`config.mk`:
```
export PLATFORM = sky130hd
export DESIGN_NAME = spi_master_arbiter
export DESIGN_NICKNAME = d
export VERILOG_FILES = /design/src/rtl/spi_master_arbiter.sv
export SDC_FILE = /design/constraint.sdc
export NUM_CORES = 1
export LEC_CHECK = 0
export BUFFER_PORTS_ARGS = -buffer_cell sky130_fd_sc_hd__buf_4
export CORE_MARGIN = 4
export CORE_UTILIZATION = 45
export CTS_CLUSTER_DIAMETER = 30
export CTS_CLUSTER_SIZE = 24
export DETAILED_ROUTE_END_ITERATION = 8
export PLACE_DENSITY = 0.71
export SYNTH_ARGS = -nofsm -noshare
export SYNTH_HDL_FRONTEND = slang
export SYNTH_SLANG_ARGS = --single-unit
```
`constraint.sdc`:
```
create_clock -name clk -period 1.9 [get_ports clk]
set_input_delay 0.095 -clock clk [delete_from_list [all_inputs] [get_ports clk]]
set_output_delay 0.095 -clock clk [all_outputs]
set_load 0.005 [all_outputs]
```
`src/rtl/spi_master_arbiter.sv`:
```
// Two-requester SPI master: round-robin arbitration, 41-bit mode-0 frames, read capture.
// Define SPI_ARB_FIXED_PRIO_EN for fixed priority, where requester 0 always wins.
module spi_master_arbiter #(
  parameter int CLK_DIV = 4,
  parameter int CS_GAP  = 4
) (
  input  logic        clk,
  input  logic        rst,
  input  logic        req0_valid,
  input  logic        req0_wr,
  input  logic [6:0]  req0_addr,
  input  logic [31:0] req0_wdata,
  output logic        req0_ready,
  output logic        req0_done,
  input  logic        req1_valid,
  input  logic        req1_wr,
  input  logic [6:0]  req1_addr,
  input  logic [31:0] req1_wdata,
  output logic        req1_ready,
  output logic        req1_done,
  output logic [31:0] rdata,
  output logic        busy,
  output logic        sclk,
  output logic        cs,
  output logic        mosi,
  input  logic        miso
);

  localparam logic [7:0] DIV_LAST = 8'(CLK_DIV - 1);
  localparam logic [7:0] GAP_LAST = 8'(CS_GAP);

  typedef enum logic [2:0] {ST_IDLE, ST_SETUP, ST_SHIFT, ST_HOLD, ST_GAP} state_t;

  state_t      state_reg, state_next;
  logic [7:0]  cnt_reg, cnt_next;
  logic [5:0]  bit_reg, bit_next;
  logic        high_reg, high_next;
  logic [40:0] frame_reg, frame_next;
  logic [31:0] cap_reg, cap_next;
  logic [31:0] rdata_reg, rdata_next;
  logic        id_reg, id_next;
  logic        wr_reg, wr_next;
  logic        sclk_reg, sclk_next;
  logic        cs_reg, cs_next;
  logic        mosi_reg, mosi_next;
  logic        done0_reg, done0_next;
  logic        done1_reg, done1_next;

  logic        grant_any;
  logic        pick1;
  logic        sel_wr;
  logic [6:0]  sel_addr;
  logic [31:0] sel_wdata;

  assign grant_any = !rst && (state_reg == ST_IDLE) && (req0_valid || req1_valid);

`ifdef SPI_ARB_FIXED_PRIO_EN
  assign pick1 = req1_valid && !req0_valid;
`else
  // last_reg = 1 when requester 1 won the previous grant; reset favours requester 0
  logic last_reg;
  assign pick1 = req1_valid && (!req0_valid || !last_reg);

  always_ff @(posedge clk) begin
    if (rst) begin
      last_reg <= 1'b1;
    end else if (grant_any) begin
      last_reg <= pick1;
    end
  end
`endif

  assign sel_wr    = pick1 ? req1_wr    : req0_wr;
  assign sel_addr  = pick1 ? req1_addr  : req0_addr;
  assign sel_wdata = pick1 ? req1_wdata : req0_wdata;

  assign req0_ready = grant_any && !pick1;
  assign req1_ready = grant_any && pick1;
  assign req0_done  = done0_reg;
  assign req1_done  = done1_reg;
  assign rdata      = rdata_reg;
  assign sclk       = sclk_reg;
  assign cs         = cs_reg;
  assign mosi       = mosi_reg;
  assign busy       = (state_reg != ST_IDLE) || grant_any;

  always_ff @(posedge clk) begin
    if (rst) begin
      state_reg <= ST_IDLE;
      cnt_reg   <= '0;
      bit_reg   <= '0;
      high_reg  <= 1'b0;
      frame_reg <= '0;
      cap_reg   <= '0;
      rdata_reg <= '0;
      id_reg    <= 1'b0;
      wr_reg    <= 1'b0;
      sclk_reg  <= 1'b0;
      cs_reg    <= 1'b1;
      mosi_reg  <= 1'b0;
      done0_reg <= 1'b0;
      done1_reg <= 1'b0;
    end else begin
      state_reg <= state_next;
      cnt_reg   <= cnt_next;
      bit_reg   <= bit_next;
      high_reg  <= high_next;
      frame_reg <= frame_next;
      cap_reg   <= cap_next;
      rdata_reg <= rdata_next;
      id_reg    <= id_next;
      wr_reg    <= wr_next;
      sclk_reg  <= sclk_next;
      cs_reg    <= cs_next;
      mosi_reg  <= mosi_next;
      done0_reg <= done0_next;
      done1_reg <= done1_next;
    end
  end

  always_comb begin
    state_next = state_reg;
    cnt_next   = cnt_reg;
    bit_next   = bit_reg;
    high_next  = high_reg;
    frame_next = frame_reg;
    cap_next   = cap_reg;
    rdata_next = rdata_reg;
    id_next    = id_reg;
    wr_next    = wr_reg;
    sclk_next  = sclk_reg;
    cs_next    = cs_reg;
    mosi_next  = mosi_reg;
    done0_next = 1'b0;
    done1_next = 1'b0;

    case (state_reg)
      ST_IDLE: begin
        if (grant_any) begin
          state_next = ST_SETUP;
          cnt_next   = '0;
          id_next    = pick1;
          wr_next    = sel_wr;
          // mosi always mirrors frame_reg[40]; the frame is shifted left at each falling edge
          frame_next = {sel_wr, sel_addr, (sel_wr ? sel_wdata : 32'h0), 1'b0};
          mosi_next  = sel_wr;
          cs_next    = 1'b0;
          cap_next   = '0;
        end
      end

      ST_SETUP: begin
        if (cnt_reg == DIV_LAST) begin
          state_next = ST_SHIFT;
          cnt_next   = '0;
          bit_next   = 6'd1;
          high_next  = 1'b1;
          sclk_next  = 1'b1;
        end else begin
          cnt_next = cnt_reg + 8'd1;
        end
      end

      ST_SHIFT: begin
        if (cnt_reg != DIV_LAST) begin
          cnt_next = cnt_reg + 8'd1;
        end else begin
          cnt_next = '0;
          if (high_reg) begin
            high_next  = 1'b0;
            sclk_next  = 1'b0;
            // the first nine samples cover the command bits and carry no read data
            if (bit_reg >= 6'd10) begin
              cap_next = {cap_reg[30:0], miso};
            end
            mosi_next  = frame_reg[39];
            frame_next = {frame_reg[39:0], 1'b0};
          end else if (bit_reg == 6'd41) begin
            state_next = ST_HOLD;
          end else begin
            bit_next  = bit_reg + 6'd1;
            high_next = 1'b1;
            sclk_next = 1'b1;
          end
        end
      end

      ST_HOLD: begin
        if (cnt_reg == DIV_LAST) begin
          state_next = ST_GAP;
          cnt_next   = '0;
          cs_next    = 1'b1;
          mosi_next  = 1'b0;
          done0_next = !id_reg;
          done1_next = id_reg;
          if (!wr_reg) begin
            rdata_next = cap_reg;
          end
        end else begin
          cnt_next = cnt_reg + 8'd1;
        end
      end

      ST_GAP: begin
        // the done cycle plus CS_GAP further clocks with cs high before IDLE
        if (cnt_reg == GAP_LAST) begin
          state_next = ST_IDLE;
          cnt_next   = '0;
        end else begin
          cnt_next = cnt_reg + 8'd1;
        end
      end

      default: begin
        state_next = ST_IDLE;
      end
    endcase
  end

endmodule
```
==> metrics.log <==
[metrics] result of the run: finished clean
[metrics] maximum achievable frequency: between 500 and 600 MHz
[metrics] initial antenna violation count: 0
[metrics] most common cell after layout, fill and taps aside: buf_4
[metrics] number of nets in the layout: around 940
[metrics] commonest non-fill, non-tap cells in the layout: 147 x buf_4, 123 x dfxtp_1, 118 x nand2_1
[metrics] number of standard cells after synthesis: just over 700
[metrics] Worst Path Max Fanout: 6
[metrics] Residual DRC: 0
[metrics] register-to-register path setup slack: ~0.012 ns
[metrics] maximum number of pins on one net before global-route repair: 53
[metrics] vias: ~5,700
[metrics] setup repair after global routing missed its margin: true
[metrics] number of standard cells in the final layout excluding fillers: 1,037
[metrics] Final Setup Violations: 0
[metrics] Fin Clk Skew: about 0.009 ns
[metrics] combined global-route utilization of all metal layers: between 10% and 20%
[metrics] weighted congestion reported at the end of routability-driven placement: just over 0.9
[metrics] multi-input combinational cell area: around 3000 sq um
[metrics] Crit-path slowest cell: a2111oi_1
[metrics] Num CTS Buffers: 17
[metrics] initial detailed-routing violation count: roughly 510
[metrics] clock-pin slew reported for the worst setup and hold paths after clock tree synthesis: about 0.06 ns
[metrics] register bit count reported by yosys: approximately 130
[metrics] count of fill cells added during filler insertion: around 1,100
[metrics] sum of routed wire length over all layers: approximately 16 mm
[metrics] number of nets produced by synthesis: between 800 and 900
[metrics] delay of the slowest critical-path stage: about 0.5 ns
[metrics] # clock sinks: 129
[metrics] source-to-sink clock delay at the later pin of the worst-skew pair: ~0.42 ns
[metrics] most frequently used flop master after synthesis: dfxtp_1
[metrics] fraction of layout instances using a drive strength above 1: between 20% and 30%
[metrics] final critical-path required period: around 1.9 ns
[metrics] Syn-to-layout area delta: 37.8%
[metrics] Initial Utilization: 46.1%
[metrics] sort of element at the end of the critical path: flip-flop
[metrics] normalized max-slew margin: 65.1%
[metrics] maximum number of buffers from clock root to sink: 2
[metrics] root cell of the clock tree: clkbuf_16
[metrics] Slew Viols, Final: 0
[metrics] Synth Warn #: 0
[metrics] number of flip-flops under the largest register name: 39
[metrics] share of synthesized area occupied by flip-flops and latches: between 40% and 50%
[metrics] destination of the worst hold path: frame_reg[35]$_SDFFE_PP0P_
[metrics] CP startpoint: bit_reg[2]$_SDFFE_PP0P_
[metrics] startpoint class of the critical path: flip-flop
[metrics] TritonCTS clock tree: yes
[metrics] Async S/R FF share, synth: 0%
[metrics] number of unique standard cell types used by synthesis: 52
[metrics] count of nets left with antenna violations after detail routing: 0
[metrics] area inside the core boundary: 12,600 sq um
[metrics] ratio of final minimum period to clock period: between 90 and 100%
[metrics] full die area: 14,800 sq um
[metrics] met1 layer wirelength in the final routing: 6.96 mm
[metrics] critical hold path startpoint: req1_addr[2]
[metrics] DIE HEIGHT: 122 um
[metrics] Met2 Wirelength: between 7 and 8 mm
[metrics] number of cell instances on the worst register-to-register path: 4
[metrics] x dimension of the die: 122 um
[metrics] cells along the critical path: or3b_4, o21bai_2, nor2_1, a2111oi_1
[metrics] number of port buffers: 124
[metrics] pwr dens: 1170 nW/um^2
[metrics] TritonRoute pass-1 iters: 5
[metrics] critical path type: reg2reg
[metrics] Final Hold Vio Count: 0
[metrics] Hold Crit Class: in2reg
[metrics] reported leakage power: between 3 and 4 nW
[metrics] start of the worst register-to-register path: bit_reg[2]$_SDFFE_PP0P_
[metrics] Boundary Pins: between 100 and 150
[metrics] vias in the first global route: roughly 5,400
[metrics] total instance count after detailed placement: approximately 1,000
[metrics] Pwr Total: 9.38 mW
[metrics] arrival time reported for the critical path endpoint: approximately 2.2 ns
[metrics] global-route wire length before repair: roughly 24 mm
[metrics] delay-heaviest family, CP: compound AO/OA/AOI/OAI gates
[metrics] max-cap check violation count: 0
[metrics] # rows: 41
[metrics] cell area after technology mapping: about 5800 sq um
[metrics] Cells on Worst Hold Path: 4
[metrics] antenna cell count: 0
[metrics] FF+latch area: about 2600 sq um
[metrics] Overflow after GRT: 0
[metrics] CP bufs+invs: 0
[metrics] level count of the clock H-tree: 4
[metrics] routed wire length per instance: around 15 um
[metrics] required time of the worst setup path: around 2.2 ns
[metrics] Post-DP HPWL: ~10 mm
[metrics] worst vdd rail ir drop: approximately 0.54 mV
[metrics] worst flop-to-flop path endpoint: bit_reg[1]$_SDFFE_PP0P_
[metrics] total met3 wirelength after detailed routing: just over 1 mm
[metrics] number of enable-type register cells in the synthesized netlist: 0
[metrics] minimum hold slack: approximately 0.09 ns
[metrics] uppermost layer routed: met4
[metrics] transition time at the pin with the least slew margin: roughly 0.52 ns
[metrics] average via count per standard cell: between 5 and 6
[metrics] synthesized area per cell: ~8.0 sq um
[final cells by class]
class	count	area share [%]
clock buffer	17	5.31
clock inverter	15	2.48
inverter	7	0.328
multi-input combinational	528	37.6
sequential	129	32.4
tap	172	2.68
timing repair buffer	169	19.3
[Yosys cell counts, types with 2 or more instances]
cell	n	area share, %
a2111oi_1	2	0.34
a2111oi_2	2	0.52
a211o_1	3	0.45
a211oi_1	4	0.52
a21oi_1	75	6.4
a22o_1	38	5.7
a311oi_1	3	0.45
a31oi_1	41	4.4
and4_1	3	0.45
buf_2	12	1.0
buf_4	6	0.77
buf_6	2	0.39
clkbuf_1	42	2.7
dfxtp_1	129	44
ha_1	5	1.1
inv_1	7	0.45
mux2_2	3	0.58
mux2i_1	2	0.34
nand2_1	118	7.6
nand2b_1	2	0.21
nand3_1	101	8.7
nand4_1	4	0.43
nor2_1	67	4.3
nor2b_1	5	0.54
nor3_1	7	0.60
nor3_2	4	0.69
o21ai_0	5	0.43
o21ai_2	2	0.30
o21bai_1	2	0.26
o31ai_1	2	0.26
or3_1	2	0.21
xnor2_1	5	0.75
xor2_1	3	0.45
[report_power, final]
group	internal [mW]	switching (mW)
registers	3.03	0.242
logic	1.28	1.41
clock network	2.11	1.30
[kinds of logic after synthesis]
kind of cell	synth area share, %
compound gates	21.2
xor+xnor	1.48
fa+ha+maj	1.07
buf+inv	5.42
flops	44.4
mux	0.924
simple gates	25.5
[metrics by stage]
step	worst slack, ns	TNS, ns	utilization (%)	area [sq um]
finish	0.0118	0	63.5	8020
global route	-0.0889	-1.08	63.5	8020
CTS	0.0402	0	60.9	7680
detailed placement	-0.0939	-0.297	55.6	7020
global placement	0.0318	0	55.6	7020
floorplan	0.127	0	-	5820
[timing repair]
item	in CTS	in global routing
endpoints found under the hold margin	1	0
endpoints found under the setup margin	9	74
resized for setup	6	18
hold buffers	1	0
pin swaps	0	4
setup buffers	1	4
cloned	0	11
[routing by layer]
layer	up-vias	GRT usage (%)
met4	0	7.70
li1	2841	-
met5	-	0
met1	2635	25.1
met3	30	6.13
met2	210	32.1
[worst max path at each step]
stage               slack [ns]                         end  cells past startpoint
finish                    0.01     bit_reg[1]$_SDFFE_PP0P_                      4
global route             -0.09     bit_reg[1]$_SDFFE_PP0P_                      4
CTS                       0.04                  req0_ready                      3
detailed placement       -0.09        req0_done$_SDFF_PP0_                      6
global placement          0.03        req1_done$_SDFF_PP0_                      6
floorplan                 0.13  frame_reg[13]$_SDFFE_PP0P_                      8
[worst min-delay path: cells and delay by family]
family                 cells  cell delay, ns
AND/OR/NAND/NOR            1            0.04
buffers and inverters      1            0.08
AO/OA/AOI/OAI              2            0.26
No activity file was read; power rests on OpenSTA's default activity.
